<file path="config.mk">
export PLATFORM = sky130hd
export DESIGN_NAME = hilo_mdu
export DESIGN_NICKNAME = d
export VERILOG_FILES = /design/src/rtl/hilo_mdu_pkg.sv /design/src/rtl/hilo_mdu_div_core.sv /design/src/rtl/hilo_mdu.sv
export SDC_FILE = /design/constraint.sdc
export NUM_CORES = 2
export LEC_CHECK = 0
export BUFFER_PORTS_ARGS = -buffer_cell sky130_fd_sc_hd__buf_4
export CAP_MARGIN = 20
export CORE_MARGIN = 1.5
export CORE_UTILIZATION = 52
export DETAILED_ROUTE_END_ITERATION = 6
export PLACE_DENSITY = 0.7
export SYNTH_ARGS = -nofsm -noshare
export SYNTH_HDL_FRONTEND = slang
export SYNTH_HIERARCHICAL = 1
export SYNTH_SLANG_ARGS = --single-unit
export TNS_END_PERCENT = 30
</file>
<file path="constraint.sdc">
create_clock -name clk -period 27.3 [get_ports clk]
set_input_delay 1.365 -clock clk [delete_from_list [all_inputs] [get_ports clk]]
set_output_delay 1.365 -clock clk [all_outputs]
set_load 0.01 [all_outputs]
</file>
<file path="src/rtl/hilo_mdu_pkg.sv">
// Shared MDU definitions: op codes, FSM states and the HI/LO write bundle
// that heads ex_to_id_bus ({hi_we, lo_we, hi, lo}, 66 bits).
package hilo_mdu_pkg;

  localparam logic [2:0] MDU_OP_NONE  = 3'd0;
  localparam logic [2:0] MDU_OP_MULT  = 3'd1;
  localparam logic [2:0] MDU_OP_MULTU = 3'd2;
  localparam logic [2:0] MDU_OP_DIV   = 3'd3;
  localparam logic [2:0] MDU_OP_DIVU  = 3'd4;
  localparam logic [2:0] MDU_OP_MTHI  = 3'd5;
  localparam logic [2:0] MDU_OP_MTLO  = 3'd6;

  localparam int MDU_TO_HILO_WD = 66;

  typedef enum logic [1:0] {
    IDLE = 2'd0,
    BUSY = 2'd1,
    DONE = 2'd2
  } mdu_state_e;

  typedef struct packed {
    logic        hi_we;
    logic        lo_we;
    logic [31:0] hi;
    logic [31:0] lo;
  } mdu_to_hilo_t;

  function automatic logic [31:0] mag32(input logic [31:0] v, input logic is_signed);
    return (is_signed && v[31]) ? (~v + 32'd1) : v;
  endfunction

endpackage

</file>
<file path="src/rtl/hilo_mdu_div_core.sv">
// Unsigned radix-2 iterative datapath: restoring divide or shift-add multiply,
// one step per cycle while step=1; last_step flags the final iteration.
module mdu_div_core #(
  parameter int DIV_CYCLES = 32
) (
  input  logic        clk,
  input  logic        rst,
  input  logic        start,
  input  logic        flush,
  input  logic        step,
  input  logic        mul,
  input  logic [31:0] a_mag,
  input  logic [31:0] b_mag,
  output logic [31:0] quo,
  output logic [31:0] rem,
  output logic        last_step
);

  localparam int CW = $clog2(DIV_CYCLES + 1);

  logic [31:0]   rem_q, rem_d;
  logic [31:0]   quo_q, quo_d;
  logic [31:0]   dvs_q, dvs_d;
  logic [CW-1:0] cnt_q, cnt_d;

  logic [32:0] shifted;
  logic [33:0] diff;
  logic [32:0] sum;

  always_comb begin
    rem_d = rem_q;
    quo_d = quo_q;
    dvs_d = dvs_q;
    cnt_d = cnt_q;

    // {rem, quo} acts as one 64-bit shift register for both operations.
    shifted = {rem_q, quo_q[31]};
    diff    = {1'b0, shifted} - {2'b00, dvs_q};
    sum     = {1'b0, rem_q} + (quo_q[0] ? {1'b0, dvs_q} : 33'd0);

    if (start) begin
      rem_d = 32'd0;
      quo_d = a_mag;
      dvs_d = b_mag;
      cnt_d = '0;
    end else if (step) begin
      if (mul) begin
        rem_d = sum[32:1];
        quo_d = {sum[0], quo_q[31:1]};
      end else if (!diff[33]) begin
        rem_d = diff[31:0];
        quo_d = {quo_q[30:0], 1'b1};
      end else begin
        rem_d = shifted[31:0];
        quo_d = {quo_q[30:0], 1'b0};
      end
      cnt_d = cnt_q + 1'b1;
    end

    if (flush) begin
      cnt_d = '0;
    end
  end

  always_ff @(posedge clk) begin
    if (rst) begin
      rem_q <= 32'd0;
      quo_q <= 32'd0;
      dvs_q <= 32'd0;
      cnt_q <= '0;
    end else begin
      rem_q <= rem_d;
      quo_q <= quo_d;
      dvs_q <= dvs_d;
      cnt_q <= cnt_d;
    end
  end

  assign quo       = quo_q;
  assign rem       = rem_q;
  assign last_step = (cnt_q == CW'(DIV_CYCLES - 1));

endmodule

</file>
<file path="src/rtl/hilo_mdu.sv">
// EX-stage multiply/divide unit writing HI/LO. Divide takes 34 cycles (stallreq 33);
// MT*/MULT are same-cycle unless MDU_ITER_MUL_EN makes MULT iterate like divide.
module hilo_mdu
  import hilo_mdu_pkg::*;
#(
  parameter int DIV_CYCLES = 32
) (
  input  logic        clk,
  input  logic        rst,
  input  logic        flush,
  input  logic        op_valid,
  input  logic [2:0]  op,
  input  logic [31:0] src_a,
  input  logic [31:0] src_b,
  output logic        stallreq,
  output logic        hi_we,
  output logic        lo_we,
  output logic [31:0] hi_o,
  output logic [31:0] lo_o
);

  mdu_state_e state_q, state_d;
  logic qneg_q, qneg_d;
  logic rneg_q, rneg_d;
  logic mul_q, mul_d;
  logic dz_q, dz_d;

  logic         is_signed;
  logic         is_mul;
  logic         launch;
  logic         core_start;
  logic         core_step;
  logic [31:0]  core_quo;
  logic [31:0]  core_rem;
  logic         core_last;
  logic [63:0]  prod_fix;
  mdu_to_hilo_t res;

  assign is_signed = (op == MDU_OP_MULT) || (op == MDU_OP_DIV);
  assign is_mul    = (op == MDU_OP_MULT) || (op == MDU_OP_MULTU);

`ifndef MDU_ITER_MUL_EN
  logic [63:0] ext_a;
  logic [63:0] ext_b;
  logic [63:0] prod;
  assign ext_a = {{32{is_signed & src_a[31]}}, src_a};
  assign ext_b = {{32{is_signed & src_b[31]}}, src_b};
  assign prod  = ext_a * ext_b;
`endif

  mdu_div_core #(
    .DIV_CYCLES(DIV_CYCLES)
  ) u_core (
    .clk       (clk),
    .rst       (rst),
    .start     (core_start),
    .flush     (flush),
    .step      (core_step),
    .mul       (mul_q),
    .a_mag     (mag32(src_a, is_signed)),
    .b_mag     (mag32(src_b, is_signed)),
    .quo       (core_quo),
    .rem       (core_rem),
    .last_step (core_last)
  );

  always_comb begin
    state_d    = state_q;
    qneg_d     = qneg_q;
    rneg_d     = rneg_q;
    mul_d      = mul_q;
    dz_d       = dz_q;
    launch     = 1'b0;
    core_start = 1'b0;
    core_step  = 1'b0;
    stallreq   = 1'b0;
    res        = '0;
    prod_fix   = qneg_q ? -{core_rem, core_quo} : {core_rem, core_quo};

    case (state_q)
      IDLE: begin
        if (op_valid) begin
          case (op)
            MDU_OP_MTHI: begin
              res.hi_we = 1'b1;
              res.hi    = src_a;
            end
            MDU_OP_MTLO: begin
              res.lo_we = 1'b1;
              res.lo    = src_a;
            end
            MDU_OP_MULT, MDU_OP_MULTU: begin
`ifdef MDU_ITER_MUL_EN
              launch = 1'b1;
`else
              res.hi_we = 1'b1;
              res.lo_we = 1'b1;
              res.hi    = prod[63:32];
              res.lo    = prod[31:0];
`endif
            end
            MDU_OP_DIV, MDU_OP_DIVU: launch = 1'b1;
            default: ;
          endcase
        end
        if (launch) begin
          stallreq   = 1'b1;
          core_start = 1'b1;
          state_d    = BUSY;
          qneg_d     = is_signed & (src_a[31] ^ src_b[31]);
          rneg_d     = is_signed & src_a[31];
          mul_d      = is_mul;
          dz_d       = !is_mul && (src_b == 32'd0);
        end
      end
      BUSY: begin
        stallreq  = 1'b1;
        core_step = 1'b1;
        if (core_last) begin
          state_d = DONE;
        end
      end
      DONE: begin
        res.hi_we = 1'b1;
        res.lo_we = 1'b1;
        state_d   = IDLE;
        if (mul_q) begin
          res.hi = prod_fix[63:32];
          res.lo = prod_fix[31:0];
        end else begin
          // Divide by zero leaves the unsigned quotient all-ones; keep it unsigned.
          res.lo = dz_q ? 32'hFFFF_FFFF : (qneg_q ? -core_quo : core_quo);
          res.hi = rneg_q ? -core_rem : core_rem;
        end
      end
      default: state_d = IDLE;
    endcase

    if (flush || rst) begin
      stallreq   = 1'b0;
      res        = '0;
      core_start = 1'b0;
      core_step  = 1'b0;
      state_d    = IDLE;
    end
  end

  always_ff @(posedge clk) begin
    if (rst) begin
      state_q <= IDLE;
      qneg_q  <= 1'b0;
      rneg_q  <= 1'b0;
      mul_q   <= 1'b0;
      dz_q    <= 1'b0;
    end else begin
      state_q <= state_d;
      qneg_q  <= qneg_d;
      rneg_q  <= rneg_d;
      mul_q   <= mul_d;
      dz_q    <= dz_d;
    end
  end

  assign hi_we = res.hi_we;
  assign lo_we = res.lo_we;
  assign hi_o  = res.hi;
  assign lo_o  = res.lo;

endmodule

</file>
==> results.json <==
{
  "dp_hpwl_um": 121900,
  "drv_slew": 0,
  "slew_headroom_pct": 14.01,
  "min_from": "u_core/cnt_q[5]",
  "required_ps": 25930,
  "port_buffers": 137,
  "synth.distinct_cells": 94,
  "grtUsageTotal_pct": 32.43,
  "fmax_mhz": 81.67,
  "drtIter0Drc": 3830,
  "antenna_left": 0,
  "synthCells": 6179,
  "routabilityCongestion": 0.9777,
  "clk_pin_slew_ps": 80,
  "setup_violations": 0,
  "post_cts_resized": 0,
  "die-area_um2": 100700,
  "cp-start-kind": "input pin",
  "layout_min_cycle_time_ps": 12240,
  "async_reset_ff_share_pct": 0,
  "synth_xor_area_share_pct": 4.141,
  "hold_depth": 2,
  "final_nets": 7437,
  "path_class": "in2out",
  "synth-simple-area-share_pct": 16.74,
  "cts_tree": "done",
  "ctsHoldBuffers": 0,
  "clk_path_buf_depth": 2,
  "synth-compound-area-share_pct": 10.82,
  "cap_violations": 0,
  "worst_path_largest_cell_delay_ps": 900,
  "synth_top_cell_by_area": "fa_1",
  "hold_class": "reg2reg",
  "worstMarginPinSlew_ps": 1280,
  "drtPass1Iterations": 6,
  "synth_edf_count": 0,
  "fin_tns_setup_ps": 0,
  "status": "finished clean",
  "period_share_pct": 44.85,
  "synthFlopType": "dfxtp_1",
  "drt_wl_total_um": 158100,
  "antenna_found_initial": 14,
  "grt-ovfl-total": 0,
  "route.detailed.drc": 0,
  "yosys-top-cells-area": "fa_1 44%, inv_1 8.9%, ha_1 6.9%, nand2_1 6.8%, dfxtp_1 4.2%",
  "end_kind": "primary output",
  "syn_area_um2": 51400,
  "cts-buffers-inserted": 9,
  "drive_above_1_share_pct": 4.009,
  "die_height_um": 317.4,
  "synth_mux_area_share_pct": 1.465,
  "rows": 115,
  "ff2ff_path_depth": 12,
  "min_to": "u_core/cnt_q[5]",
  "grt_pass1_wl_um": 251400,
  "vias": 42640,
  "cts_root_buf": "clkbuf_16",
  "die_x_um": 317.4,
  "htreeDepth": 3,
  "first_global_vias": 44360,
  "cp.arrival_ps": 10880,
  "r2r_end": "u_core/rem[25]",
  "area_growth_pct": 3.323,
  "clkLatencyLatePin_ps": 400,
  "synth_most_common_cell": "inv_1",
  "clock_sinks": 108,
  "via_per_inst": 5.876,
  "synth_top_area_share_pct": 43.90,
  "ys_top_cells_by_count": "1218 x inv_1, 1127 x fa_1, 935 x nand2_1",
  "synth_seq_area_share_pct": 4.207,
  "avgRoutedWirePerCell_um": 21.79,
  "synth_warnings": 6,
  "syn_avg_cell_area_um2": 8.318,
  "crit_path_top_delay_cell": "fa_1",
  "synth_top_family_by_area": "adder cells",
  "synth-seq-cells": 108,
  "post-cts-setup-buffer-count": 0,
  "rsz0062_at_grt": "no",
  "reg2reg_from": "u_core/quo[0]",
  "coreArea_um2": 98130,
  "syn-num-nets": 7659,
  "initial_core_util_pct": 52.38,
  "clock_skew_ps": 17.27,
  "ios": 138,
  "hold_viol": 0,
  "cp_max_fo": 24,
  "timing.critical_path.mode_cell": "fa_1",
  "grt_max_degree": 74,
  "synth_fa_ha_area_share_pct": 50.76,
  "reg2reg_setup_slack_ps": 23140
}
==> final cells by class <==
class	count	area, um2
inverter	1219	4576
clock buffer	11	254.0
tap	1287	1610
fill	9167	45030
timing repair buffer	169	1269
antenna	8	20.02
multi-input combinational	4450	43160
sequential	108	2166
clock inverter	5	52.55
==> critical path, delay by kind of cell <==
kind,cells,cell delay (ps)
compound gates,8,1720
xor+xnor,1,90
fa+ha+maj,9,4630
buf+inv,11,2110
simple gates,4,940
==> registers in the layout, summed over array words and instances (netlist names) <==
register	count
u_core/cnt_q	6
rneg_q	1
u_core/quo	32
mul_q	1
u_core/rem	32
state_q	2
dz_q	1
u_core/dvs_q	32
qneg_q	1
==> routing by layer <==
layer  routed length, um  vias up  track usage (%)
met3               13460      408            4.884
li1                    -    18520                -
met2               74350     1975            52.72
met5                  28        -                0
met4                8730        4            15.61
met1               61540    21740            42.62
==> per-stage QoR <==
step | std cells | setup WS [ps] | util [%] | area [um2] | hold slack (ps)
after global routing | 7257 | 14580 | 54.12 | 53110 | 523.1
after CTS | 7249 | 15180 | 54.10 | 53090 | 507.5
after floorplan | 6179 | 16710 | - | 51400 | 458.5
final | 7257 | 15060 | 54.12 | 53110 | 508.8
after detailed placement | 7233 | 15200 | 53.78 | 52780 | 493.0
after global placement | 7233 | 15330 | 53.78 | 52780 | 471.8
==> how the worst max path moves through the flow <==
| stage | from | endpoint | slack (ps) | cells past startpoint |
|---|---|---|---|---|
| floorplan | op[0] | hi_o[28] | 16710 | 31 |
| global placement | op[2] | hi_o[29] | 15330 | 33 |
| detailed placement | op[2] | hi_o[29] | 15200 | 33 |
| CTS | op[2] | hi_o[29] | 15180 | 33 |
| global route | op[0] | hi_o[29] | 14580 | 33 |
| finish | op[2] | hi_o[29] | 15060 | 33 |
==> logic make-up after synthesis <==
group	count (synthesis)
AND/OR/NAND/NOR	1855
buffers and inverters	1621
adder cells (fa/ha/maj)	1409
AO/OA/AOI/OAI	868
XOR/XNOR	243
flip-flops	108
multiplexers	75
==> cells in the final DEF, fill, tap and decap left out, types with 35 or more instances in the layout <==
master	instances
fa_1	1127
xnor2_1	132
nand2b_1	40
mux2i_1	73
xor2_1	111
inv_1	1217
a21oi_1	303
ha_1	282
dfxtp_1	107
a21o_1	47
buf_4	169
nor3_1	51
o21ai_0	161
and2_1	324
nor2_1	284
nand2_1	934
o31ai_1	35
a211oi_1	66
Power is left out: the tool's default activity adds up to more than one toggle a clock period on the data nets, which glitch-free logic cannot reach.
